--- src/rtl/mult_pkg.sv ---
// ---------------------------------------------------------------------------
// mult_pkg
//   Shared definitions for the sequential mantissa multiplier.
//   MW_DEFAULT : default mantissa width (hidden bit included). It must be a
//                multiple of 4, the width of one CLA cell.
//   PW_DEFAULT : default product width (2*MW_DEFAULT).
//   state_t    : multiplier FSM encoding. ST_IDLE=0, ST_RUN=1, ST_DONE=2.
// ---------------------------------------------------------------------------
package mult_pkg;

  localparam int MW_DEFAULT = 24;
  localparam int PW_DEFAULT = 2 * MW_DEFAULT;

  typedef enum logic [1:0] {
    ST_IDLE = 2'd0,
    ST_RUN  = 2'd1,
    ST_DONE = 2'd2
  } state_t;

endpackage

--- src/rtl/cla_chain_adder.sv ---
// ---------------------------------------------------------------------------
// cla_chain_adder
//   W-bit adder built from W/4 ripple-chained 4-bit carry-lookahead cells.
//   Inside a cell, every carry is computed directly from that cell's
//   generate/propagate terms and its carry-in.
//   Ports:
//     i_a, i_b : W-bit addends
//     i_cin    : carry into cell 0
//     o_sum    : W-bit sum
//     o_cout   : carry out of the last cell
//   W must be a multiple of 4.
// ---------------------------------------------------------------------------
module cla_chain_adder #(
  parameter int W = 24
) (
  input  logic [W-1:0] i_a,
  input  logic [W-1:0] i_b,
  input  logic         i_cin,
  output logic [W-1:0] o_sum,
  output logic         o_cout
);

  localparam int NC = W / 4;

  // w_c[k] is the carry into cell k.
  logic [NC:0] w_c;

  assign w_c[0] = i_cin;

  for (genvar k = 0; k < NC; k++) begin : g_cell
    logic [3:0] w_g;
    logic [3:0] w_p;
    logic [4:0] w_cc;

    assign w_g = i_a[4*k +: 4] & i_b[4*k +: 4];
    assign w_p = i_a[4*k +: 4] ^ i_b[4*k +: 4];

    assign w_cc[0] = w_c[k];
    assign w_cc[1] = w_g[0] | (w_p[0] & w_cc[0]);
    assign w_cc[2] = w_g[1] | (w_p[1] & w_g[0]) | (w_p[1] & w_p[0] & w_cc[0]);
    assign w_cc[3] = w_g[2] | (w_p[2] & w_g[1]) | (w_p[2] & w_p[1] & w_g[0])
                   | (w_p[2] & w_p[1] & w_p[0] & w_cc[0]);
    assign w_cc[4] = w_g[3] | (w_p[3] & w_g[2]) | (w_p[3] & w_p[2] & w_g[1])
                   | (w_p[3] & w_p[2] & w_p[1] & w_g[0])
                   | (w_p[3] & w_p[2] & w_p[1] & w_p[0] & w_cc[0]);

    assign o_sum[4*k +: 4] = w_p ^ w_cc[3:0];
    assign w_c[k+1]        = w_cc[4];
  end

  assign o_cout = w_c[NC];

endmodule

--- src/rtl/mant_seq_mult.sv ---
// ---------------------------------------------------------------------------
// mant_seq_mult
//   Radix-2 shift-and-add multiplier for unsigned MW-bit mantissas. It
//   returns the 2*MW-bit product. It retires one multiplier bit per RUN
//   cycle through a single cla_chain_adder.
//   Ports:
//     clk, rst    : clock; asynchronous active-high reset
//     in_valid    : operands a/b are offered
//     in_ready    : the block takes operands on this cycle's edge if in_valid
//     a, b        : multiplicand / multiplier mantissas
//     out_valid   : product p is presented
//     out_ready   : downstream takes p on this cycle's edge if out_valid
//     p           : product a*b
//     o_dbg_state : current FSM state
//   Optional macro MANT_MULT_EARLY_TERM_EN: when defined, the block finishes
//   early once the remaining multiplier bits are zero. Products are identical
//   in both builds.
// ---------------------------------------------------------------------------
module mant_seq_mult
  import mult_pkg::*;
#(
  parameter int MW = MW_DEFAULT
) (
  input  logic            clk,
  input  logic            rst,
  input  logic            in_valid,
  output logic            in_ready,
  input  logic [MW-1:0]   a,
  input  logic [MW-1:0]   b,
  output logic            out_valid,
  input  logic            out_ready,
  output logic [2*MW-1:0] p,
  output state_t          o_dbg_state
);

  localparam int PW = 2 * MW;
  localparam int CW = $clog2(MW + 1);

  state_t        r_state;
  state_t        w_state_nxt;
  logic [MW-1:0] r_mcand;
  logic [MW-1:0] r_acc_hi;
  logic [MW-1:0] r_acc_lo;
  logic [CW-1:0] r_cnt;

  logic [MW-1:0] w_addend;
  logic [MW-1:0] w_sum;
  logic          w_cout;
  logic [PW-1:0] w_step;
  logic [PW-1:0] w_run_val;
  logic [CW-1:0] w_run_cnt;
  logic          w_accept;
  logic          w_last;

  // Handshake: a transfer happens on a rising edge where valid & ready are
  // both high. Input side: in_ready depends only on state and out_ready,
  // never on in_valid. Output side: once out_valid rises, p and out_valid
  // hold until the edge on which out_ready is seen high.
  assign in_ready  = (r_state == ST_IDLE) | ((r_state == ST_DONE) & out_ready);
  assign w_accept  = in_valid & in_ready;
  assign out_valid = (r_state == ST_DONE);
  assign p         = {r_acc_hi, r_acc_lo};
  assign o_dbg_state = r_state;

  assign w_addend = r_acc_lo[0] ? r_mcand : '0;

  cla_chain_adder #(.W(MW)) u_adder (
    .i_a    (r_acc_hi),
    .i_b    (w_addend),
    .i_cin  (1'b0),
    .o_sum  (w_sum),
    .o_cout (w_cout)
  );

  // One radix-2 step: the new partial product drops into acc_hi, and the
  // consumed multiplier bit falls off the bottom of acc_lo.
  assign w_step = {w_cout, w_sum, r_acc_lo[MW-1:1]};

`ifdef MANT_MULT_EARLY_TERM_EN
  logic [MW-1:0] w_rest_mask;
  logic          w_early;

  // This cycle's bit acc_lo[0] is added as usual. Only the bits above it,
  // up to cnt-1, need to be clear to finish now. The remaining cnt-1 steps
  // would then add nothing, so they collapse into a single shift of the
  // stepped accumulator.
  assign w_rest_mask = ~({MW{1'b1}} << r_cnt) & ~MW'(1);
  assign w_early     = ((r_acc_lo & w_rest_mask) == '0);
  assign w_run_val   = w_early ? (w_step >> (r_cnt - CW'(1))) : w_step;
  assign w_run_cnt   = w_early ? '0 : (r_cnt - CW'(1));
  assign w_last      = w_early | (r_cnt == CW'(1));
`else
  assign w_run_val = w_step;
  assign w_run_cnt = r_cnt - CW'(1);
  assign w_last    = (r_cnt == CW'(1));
`endif

  always_comb begin
    w_state_nxt = r_state;
    case (r_state)
      ST_IDLE: if (in_valid) w_state_nxt = ST_RUN;
      ST_RUN:  if (w_last)   w_state_nxt = ST_DONE;
      ST_DONE: if (out_ready) w_state_nxt = in_valid ? ST_RUN : ST_IDLE;
      default: w_state_nxt = ST_IDLE;
    endcase
  end

  always_ff @(posedge clk or posedge rst) begin
    if (rst) begin
      r_state  <= ST_IDLE;
      r_mcand  <= '0;
      r_acc_hi <= '0;
      r_acc_lo <= '0;
      r_cnt    <= '0;
    end else begin
      r_state <= w_state_nxt;
      if (w_accept) begin
        r_mcand  <= a;
        r_acc_hi <= '0;
        r_acc_lo <= b;
        r_cnt    <= CW'(MW);
      end else if (r_state == ST_RUN) begin
        {r_acc_hi, r_acc_lo} <= w_run_val;
        r_cnt                <= w_run_cnt;
      end
    end
  end

endmodule

--- config.mk ---
export PLATFORM = sky130hd
export DESIGN_NAME = mant_seq_mult
export DESIGN_NICKNAME = d
export VERILOG_FILES = /design/src/rtl/mult_pkg.sv /design/src/rtl/cla_chain_adder.sv /design/src/rtl/mant_seq_mult.sv
export SDC_FILE = /design/constraint.sdc
export NUM_CORES = 1
export LEC_CHECK = 0
export BUFFER_PORTS_ARGS = -buffer_cell sky130_fd_sc_hd__buf_2
export CORE_ASPECT_RATIO = 1.5
export CORE_MARGIN = 4
export CORE_UTILIZATION = 54
export CTS_CLUSTER_DIAMETER = 50
export DETAILED_ROUTE_END_ITERATION = 8
export PLACE_DENSITY_LB_ADDON = 0.1
export SLEW_MARGIN = 40
export SYNTH_ARGS = -nofsm -noshare
export SYNTH_HDL_FRONTEND = slang
export SYNTH_SLANG_ARGS = --single-unit
--- constraint.sdc ---
create_clock -name clk -period 4.23 [get_ports clk]
set_clock_uncertainty 0.15 [all_clocks]
set_input_delay 0.2115 -clock clk [delete_from_list [all_inputs] [get_ports clk]]
set_output_delay 0.2115 -clock clk [all_outputs]
set_load 0.05 [all_outputs]
* After elaboration in Yosys (flattened, before gate mapping) *
Cells that the tools add are included.

storage, ports and cells
  output and inout port bits = 52
  register bits = 79
  bits of input ports = 52

operators by class
  multiplexer cells = 12
  add/subtract/negate cells = 1
  reductions and logical operators = 3
  bitwise operators = 166
  equal/unequal tests = 6

operators by type and width
  kind                                                   count
  two-way mux 24 bit                                     5
  AND 1 bit                                              91
  bitwise OR 1 bit                                       57
  bitwise XOR 4 bit                                      12
  AND 4 bit                                              6
  two-way mux 5 bit                                      2
  two-way mux 2 bit                                      3
  one-hot mux 2 bit (3 select lines)                     1
  equality test 5 x 1 -> 1 bit, second input constant    1
  subtractor 5 x 1 -> 5 bit, second input constant       1
  inequality test 2 bit, second input constant           2
  AND reduction 3 bit                                    1
  equality test 2 x 1 -> 1 bit, second input constant    1
  equality test 2 bit, second input constant             1
  zero test 2 bit                                        1
  inequality test 2 x 1 -> 1 bit, second input constant  1
  nonzero test 2 bit                                     1
  two-way mux 1 bit                                      1

* Depth between registers and ports, before layout *
Gate-level depths: netlist (run 1).

  depth after elaboration = 19
  mapped depth = 13
  depth with buffers taken out = 12

* Cells and area by module *
From an unflattened synthesis (run 1), not the netlist that was laid out.

unflattened totals
  cell total of the unflattened synthesis = 428
  area, all modules = 4559.4 µm²

by module, submodules not included
  module           seq. area each (µm²)  cells each  area an instance (µm²)  times used
  mant_seq_mult    1976.9                302         3515.9                  1
  cla_chain_adder  0.0                   126         1043.5                  1

* Worst setup path after synthesis (run 1) *
Ideal clock, no wire load.

  kind = register to register
  from = reg r_acc_lo[0]
  to = reg r_acc_hi[20]
  buffers on the path = 1
  setup time = 135 ps
  data arrival time = 3021 ps
  stages on the path, launching flop included = 13
  period minus slack after synthesis = 3306 ps
  setup slack = 924 ps
  required time = 3945 ps
  cells stage by stage = dfrtp_1 > clkbuf_1 > and2_1 > ha_1 > a21oi_1 > a2bb2oi_1 > a2bb2oi_1 > nand4_2 > and2_2 > a21o_1 > fa_1 > xnor2_1 > o21ai_0

on the way
  longest elaborated chain between the ends = 19
  elaborated cells between the ends (all ways) = 70

ends and longest elaborated chain
  item                                                   line                                          text
  from (decl)                                            mant_seq_mult.sv:43                           logic [MW-1:0] r_acc_lo;
  from (signal assigned)                                 mant_seq_mult.sv:123                          {r_acc_hi, r_acc_lo} <= w_run_val;
  two-way mux 24 bit (*)                                 mant_seq_mult.sv:65                           assign w_addend = r_acc_lo[0] ? r_mcand : '0;
  bitwise XOR 4 bit / AND 4 bit (equally long branches)  cla_chain_adder.sv:36, cla_chain_adder.sv:35
  AND 1 bit, on equally long branches                    cla_chain_adder.sv:43, cla_chain_adder.sv:44
  bitwise OR 1 bit (tied with other cells)               cla_chain_adder.sv:43                         assign w_cc[4] = w_g[3] | (w_p[3] & w_g[2]) | (w_p[3] & w_p[2] & w_g[1])
  bitwise OR 1 bit / AND 1 bit (equally long branches)   cla_chain_adder.sv:43, cla_chain_adder.sv:44
  bitwise OR 1 bit                                       cla_chain_adder.sv:44                         | (w_p[3] & w_p[2] & w_p[1] & w_g[0])
  AND 1 bit                                              cla_chain_adder.sv:45                         | (w_p[3] & w_p[2] & w_p[1] & w_p[0] & w_cc[0]);
  bitwise OR 1 bit                                       cla_chain_adder.sv:45
  [... 3 more ...]                                       n/a
  bitwise OR 1 bit                                       cla_chain_adder.sv:45
  AND 1 bit                                              cla_chain_adder.sv:45
  bitwise OR 1 bit                                       cla_chain_adder.sv:45
  AND 1 bit                                              cla_chain_adder.sv:39                         assign w_cc[1] = w_g[0] | (w_p[0] & w_cc[0]);
  bitwise OR 1 bit                                       cla_chain_adder.sv:39
  bitwise XOR 4 bit (*)                                  cla_chain_adder.sv:47                         assign o_sum[4*k +: 4] = w_p ^ w_cc[3:0];
  two-way mux 24 bit (*)                                 mant_seq_mult.sv:122                          end else if (r_state == ST_RUN) begin
  two-way mux 24 bit (*)                                 mant_seq_mult.sv:117                          if (w_accept) begin
  to (signal assigned)                                   mant_seq_mult.sv:123
  to (decl)                                              mant_seq_mult.sv:42                           logic [MW-1:0] r_acc_hi;

Mark *: on every way between the ends. The rest lies on a longest branch, timed or not. The select of a mux whose other input is x is not followed.
A chain may end at the register's enable or synchronous reset.

* Final worst setup path (run 1) *
Ends and elaborated chain as after synthesis.

==> results of run 1 <==
==> repair_timing <==
| item | in CTS | in global routing |
|---|---|---|
| endpoints found under the hold margin | 97 | 0 |
| endpoints found under the setup margin | 0 | 0 |
| hold buffers | 49 | 0 |
==> worst register-to-register path, cell delays in order (launching register included) <==
cell and delay (ns):
dfrtp_1 0.76, and2_1 0.23, ha_1 0.28, a21o_1 0.22
nor3b_2 0.18, o31ai_2 0.28, nand4_2 0.19, and2_2 0.26
a21o_1 0.19, fa_1 0.40, xnor2_1 0.14, o21ai_0 0.08
==> kinds of logic (layout without fill, tap and decap cells) <==
| logic type | after synthesis | count (layout) |
|---|---|---|
| AO/OA/AOI/OAI | 87 | 87 |
| XOR/XNOR | 14 | 14 |
| adder cells (fa/ha/maj) | 32 | 32 |
| buffers and inverters | 32 | 183 |
| flip-flops | 79 | 79 |
| multiplexers | 1 | 1 |
| AND/OR/NAND/NOR | 227 | 227 |
==> cell usage after synthesis, types with 2 or more instances <==
cell       number  area share
buf_1           2      0.0017
a31oi_1         2      0.0029
ha_1           26       0.076
nand3b_1        3      0.0052
nand2_1       148        0.13
o21ai_0        26       0.030
nand3_1        12       0.014
a21boi_0        2      0.0035
nor2b_1         3      0.0044
or3_1           3      0.0044
a2bb2oi_1       2      0.0041
a32o_1          2      0.0047
nor3_1          4      0.0047
inv_1           9      0.0079
o21a_1          2      0.0035
nor3b_1         3      0.0052
a21o_1          5      0.0087
nand2b_1        4      0.0058
clkbuf_1       21       0.018
nand4_1         3      0.0044
fa_1            6       0.028
a21oi_1        10       0.012
a22oi_1        24       0.042
nor4b_1         2      0.0041
and2_1         24       0.035
xor2_1          6       0.012
a211oi_1        2      0.0035
nor2_1         13       0.011
dfrtp_1        79        0.46
xnor2_1         8       0.016
==> placed cells by master (no fill, tap or decap), types with 8 or more instances in the layout <==
master / instances
a21oi_1: 10
dlygate4sd3_1: 49
dfrtp_1: 79
nor2_1: 12
a22oi_1: 24
o21ai_0: 26
nand2_1: 148
inv_1: 8
and2_1: 23
clkbuf_16: 9
nand3_1: 12
ha_1: 26
buf_2: 103
xnor2_1: 8
==> registers in the layout, indices dropped and copies added (netlist names) <==
name	cells
r_acc_hi	24
r_acc_lo	24
r_mcand	24
r_cnt	5
o_dbg_state	2
==> where the power goes <==
part / total, mW / internal [mW] / switching, mW
sequential: 1.47 / 1.14 / 0.326
combinational: 2.87 / 0.943 / 1.93
clock: 0.854 / 0.536 / 0.318
total: 5.20 / 2.62 / 2.58
==> layer usage <==
layer  GRT usage  wire [µm]
met3     0.04441        543
met4      0.1060        178
met2      0.4372       5789
met5           0          0
met1      0.2905       4485
==> final cells by class <==
cell class,instances,area [µm²]
multi-input cells,361,2215
flip-flops and latches,79,1977
fillers,577,1969
repair buffers,158,1051
clock buffers,10,239.0
well taps,102,127.6
clock inverters,6,92.59
inverters,9,38.79
==> how the worst max path moves through the flow <==
stage	depth (start not counted)	slack [ns]	to
6_report	11	0.73	r_acc_hi[20]
5_1_grt	12	0.43	r_acc_hi[20]
4_1_cts	11	0.68	r_acc_hi[20]
3_5_place_dp	11	0.69	r_acc_hi[20]
3_3_place_gp	11	0.81	r_acc_hi[20]
2_1_floorplan	12	0.92	r_acc_hi[20]
==> stage by stage <==
stage	setup slack (ns)	utilization	area (µm²)	instances
final	0.7269	0.7446	5741	725
after global routing	0.4323	0.7446	5741	725
after CTS	0.6800	0.7446	5741	725
after detailed placement	0.6901	0.6379	4918	660
after global placement	0.8123	0.6368	4910	660
after floorplan	0.9239	-	4300	472
==> impl_metrics.json, run 1 <==
{
  "wl_per_cell_um": 15.17,
  "ys_seq_elements": 79,
  "post_cts_buffers": 0,
  "ir_worst_vdd_mv": 0.6454,
  "cpLargestDelayFamily": "simple AND/OR/NAND/NOR gates",
  "ys.flop_type": "dfrtp_1",
  "netlist_area_um2": 4300,
  "ys_seq_area_frac": 0.4597,
  "async_flop_share": 1.000,
  "crit_required_ns": 4.27,
  "die_area_um2": 9485,
  "rr_startpoint": "r_acc_lo[0]",
  "period_share": 0.8282,
  "die_w_um": 80.87,
  "finalCriticalPeriod_ns": 3.503,
  "hold_depth": 3,
  "synth_warnings": 0,
  "syn_avg_cell_area_um2": 9.111,
  "clk_latency_ns": 0.34,
  "worst_pin_slew_ns": 0.6446,
  "cp_cell_sequence": "and2_1, ha_1, a21o_1, nor3b_2, o31ai_2, nand4_2, and2_2, a21o_1, fa_1, xnor2_1, o21ai_0",
  "ant_nets": 0,
  "numCtsBuffers": 9,
  "cts_resized": 0,
  "synthAdderAreaFrac": 0.1036,
  "area_growth_pct": 33.49,
  "setup_viol": 0,
  "port_buffers": 103,
  "grt.overflow.total": 0,
  "cts_buffer_depth": 2,
  "cp-start-kind": "flip-flop",
  "hold_violations": 0,
  "grt_pass1_wl_um": 18080,
  "leakage_nw": 2.919,
  "yosys.cell_types.count": 46,
  "grt_pass1_vias": 3917,
  "drc": 0,
  "hold-worst-slack_ns": 0.03806,
  "cts_max_level": 3,
  "cap_violations": 0,
  "fp.coreArea_um2": 7710,
  "initialDrtViolationCount": 190,
  "rows": 39,
  "rsz0062_at_grt": "no",
  "antenna_found_initial": 0,
  "die_y_um": 117.3,
  "nets": 702,
  "path_class": "flip-flop to flip-flop",
  "syn_nets": 556,
  "viasPerCell": 5.390,
  "min_to": "o_dbg_state[1]",
  "synth_compound_area_frac": 0.1394,
  "finalSetupTns_ns": 0,
  "fmax_ghz": 0.2855,
  "cp_slowest_stage_delay_ns": 0.76,
  "vias": 3908,
  "crit_top_cell": "a21o_1",
  "postSynthCellCount": 472,
  "dr.pass1.iters": 7,
  "synth-simple-area-share": 0.2386,
  "worst_ep_arrival_time_ns": 3.54,
  "antenna_cells": 0,
  "wirelength_um": 11000,
  "grt.total_usage": 0.2468,
  "hp-class": "primary input to flip-flop",
  "gp_congestion": 0.8264,
  "hp-start": "out_ready",
  "maxSlewViolCount": 0,
  "power.density_nw_per_um2": 905.2,
  "reg2reg_slack_ns": 0.73,
  "crit_fanout": 26,
  "finalPower_mw": 5.196,
  "end_kind": "flip-flop",
  "cp-startpoint": "r_acc_lo[0]",
  "synth_top_family_by_area": "simple AND/OR/NAND/NOR gates",
  "synth.area.mux_share": 0.002328,
  "cts_tree": "yes",
  "synth-xor-area-share": 0.02851,
  "drive_gt1_frac": 0.2199,
  "start_util": 0.5578,
  "hpwl_um": 7085,
  "max_slew_margin": 0.5702,
  "critical_path_buf_inv_count": 0,
  "clockRootBuffer": "clkbuf_16",
  "clkTransAtPathRegs_ns": 0.06,
  "status": "complete, no violations",
  "reg2reg_to": "r_acc_hi[20]",
  "cts.sinks": 79,
  "grt_start_max_net_pins": 56,
  "synth-edff-count": 0,
  "slowest_stage": "dfrtp_1",
  "ff2ff_path_depth": 11,
  "ios": 104
}
Power figures use the tool's default switching activity.
==> run 2, diff against run 1 <==
ABC_AREA = 1   (was not set)
CORE_UTILIZATION = 49   (was 54)
clock period = 3.1 ns   (was 4.23 ns; I/O delays follow)
==> impl_metrics.json, run 2 <==
{
  "period_share": 0.9282,
  "hold_violations": 0,
  "slowest_stage": "dfrtp_4",
  "crit_fanout": 14,
  "cp_num_cells": 17,
  "drive_gt1_frac": 0.2158,
  "end_kind": "flip-flop",
  "cts_tree": "yes",
  "cp_cell_sequence": "nand2_1, inv_1, ha_1, or2_0, nand2_1, nand2_2, nand2_2, nand2_4, nand2_4, nand2_4, nand2_4, nand2_4, nand2_4, nand2_4, fa_1, xnor2_1, o21ai_0",
  "fmax_ghz": 0.3475,
  "rows": 41,
  "hold_depth": 4,
  "ys.flop_type": "dfrtp_1",
  "port_buffers": 103,
  "utilization": 0.6766,
  "die_area_um2": 10410,
  "antenna_cells": 0,
  "routed.top_layer": "met4",
  "finalSetupTns_ns": 0,
  "grt_pass1_vias": 4070,
  "reg_top3": "r_acc_hi x24, r_acc_lo x24, r_mcand x24",
  "ys_top_cells_by_count": "184 x nand2_1, 79 x dfrtp_1, 69 x inv_1",
  "antenna_found_initial": 0,
  "setup_viol": 0,
  "viasPerCell": 5.009,
  "grt.total_usage": 0.2176,
  "min_to": "o_dbg_state[0]",
  "dp.cells": 712,
  "async_flop_share": 1.000,
  "critical_path_buf_inv_count": 1,
  "synth_area_leaders": "dfrtp_1 46%, nand2_1 16%, ha_1 7.5%",
  "crit_required_ns": 3.13,
  "fp.coreArea_um2": 8516,
  "netlist_area_um2": 4317,
  "crit_top_cell": "nand2_4",
  "synth_area_leader_cell": "dfrtp_1",
  "cp_slowest_stage_delay_ns": 0.57,
  "start_util": 0.5069,
  "ff2ff_path_depth": 17,
  "gp_congestion": 0.9141,
  "ios": 104,
  "wl_met3_um": 645,
  "max_slew_margin": 0.5696,
  "dr.pass1.iters": 4,
  "grt_pass1_wl_um": 18220,
  "final_common_cell": "nand2_1",
  "ys_seq_elements": 79,
  "wl_per_cell_um": 13.93,
  "n_fill_cell": 710,
  "synth-edff-count": 0,
  "clkTransAtPathRegs_ns": 0.05,
  "nets": 751,
  "ir_worst_vdd_mv": 0.8429,
  "cpLargestDelayFamily": "simple AND/OR/NAND/NOR gates",
  "ant_nets": 0,
  "wirelength_um": 10850,
  "cap_violations": 0,
  "reg2reg_to": "r_acc_hi[20]",
  "cts.sinks": 79,
  "hpwl_um": 7125,
  "path_class": "flip-flop to flip-flop",
  "hp-class": "primary input to flip-flop",
  "die_y_um": 123.0,
  "grt.overflow.total": 0,
  "finalCriticalPeriod_ns": 2.877,
  "cts_max_level": 3,
  "cp-start-kind": "flip-flop",
  "vias": 3902,
  "synth_warnings": 0,
  "synth.most_common_cell": "nand2_1",
  "syn_avg_cell_area_um2": 8.366,
  "drc": 0,
  "rsz0062_at_grt": "no",
  "initialDrtViolationCount": 131,
  "hp-start": "in_valid",
  "finalWorstSetupSlack_ns": 0.2226,
  "drt-met1-wl_um": 4477,
  "maxSlewViolCount": 0,
  "numCtsBuffers": 9,
  "grt_start_max_net_pins": 50,
  "finalNonFillerCells": 779,
  "clk_latency_ns": 0.34,
  "ys_seq_area_frac": 0.4580,
  "status": "complete, no violations",
  "cts_buffer_depth": 2,
  "wl_met2_um": 5554,
  "layout_common_cells": "184 x nand2_1, 103 x buf_2, 78 x dfrtp_1, 68 x inv_1, 50 x dlygate4sd3_1",
  "dp_slack_ns": 0.09673,
  "syn_nets": 600,
  "leakage_nw": 3.277,
  "yosys.cell_types.count": 34,
  "postSynthCellCount": 516,
  "clockRootBuffer": "clkbuf_16",
  "synthDominantCellAreaShare": 0.4580,
  "rr_startpoint": "r_acc_lo[0]",
  "area_growth_pct": 33.48,
  "reg2reg_slack_ns": 0.22,
  "worst_ep_arrival_time_ns": 2.91,
  "die_w_um": 84.64,
  "worst_pin_slew_ns": 0.6447,
  "power.density_nw_per_um2": 1082
}
run 2: metrics by stage:
step / instance area, µm² / total power, mW / hold slack (ns)
2_1_floorplan: 4319 / 4.299 / 0.1146
5_1_grt: 5762 / 6.690 / 0.2427
4_1_cts: 5747 / 6.260 / 0.1946
3_3_place_gp: 4936 / 5.020 / 0.1602
6_report: 5762 / 6.232 / 0.2062
3_5_place_dp: 4936 / 5.089 / 0.1628
run 2: final cells by class:
cell class	instances	area [µm²]	share of cell area
Clock inverter	3	40.04	0.006949
Inverter	72	272.8	0.04734
Sequential cell	79	1981	0.3438
Timing Repair Buffer	159	1077	0.1870
Multi-Input combinational cell	346	1987	0.3448
Tap cell	107	133.9	0.02324
Clock buffer	13	270.3	0.04691
run 2: worst max-delay path by stage:
| stage | endpoint | slack, ns | start |
|---|---|---|---|
| CTS | r_acc_hi[20] | 0.08 | r_acc_lo[0] |
| finish | r_acc_hi[20] | 0.22 | r_acc_lo[0] |
| global placement | r_acc_hi[19] | 0.22 | r_acc_lo[0] |
| floorplan | r_acc_hi[19] | 0.01 | r_acc_lo[0] |
| detailed placement | r_acc_hi[20] | 0.1 | r_acc_lo[0] |
| global route | r_acc_hi[20] | 0.04 | r_acc_lo[0] |
run 2: what timing repair did:
action / 4_1_cts / 5_1_grt
resized for setup: 0 / 1
hold endpoints to repair: 90 / 0
setup endpoints to repair: 0 / 2
setup buffers: 0 / 1
hold buffers: 50 / 0
run 2: tightest hold or removal path: stages:
cell	delay, ns
buf_2	0.08
nand2_1	0.08
buf_4	0.25
nand2_1	0.09
run 2: kinds of logic (layout without fill, tap and decap cells):
| group | count (synthesis) | in the layout | share of synthesized area |
|---|---|---|---|
| adders and majority gates | 32 | 32 | 0.1032 |
| buffers and inverters | 91 | 247 | 0.08174 |
| xor gates and xnor gates | 8 | 8 | 0.01623 |
| DFF | 79 | 79 | 0.4580 |
| and+or+nand+nor | 237 | 237 | 0.2328 |
| AOI/OAI and AO/OA | 69 | 69 | 0.1081 |
run 2: layer usage:
metal,vias up,GRT usage
met5,-,0
met4,0,0.08218
met3,18,0.05333
met2,116,0.3853
met1,1815,0.2544
li1,1953,-
run 2: power breakdown:
| part | switching (mW) | internal [mW] | total (mW) |
|---|---|---|---|
| Clock | 0.403 | 0.687 | 1.09 |
| Sequential | 0.325 | 1.49 | 1.82 |
| Combinational | 2.35 | 0.973 | 3.32 |
| Total | 3.08 | 3.15 | 6.23 |
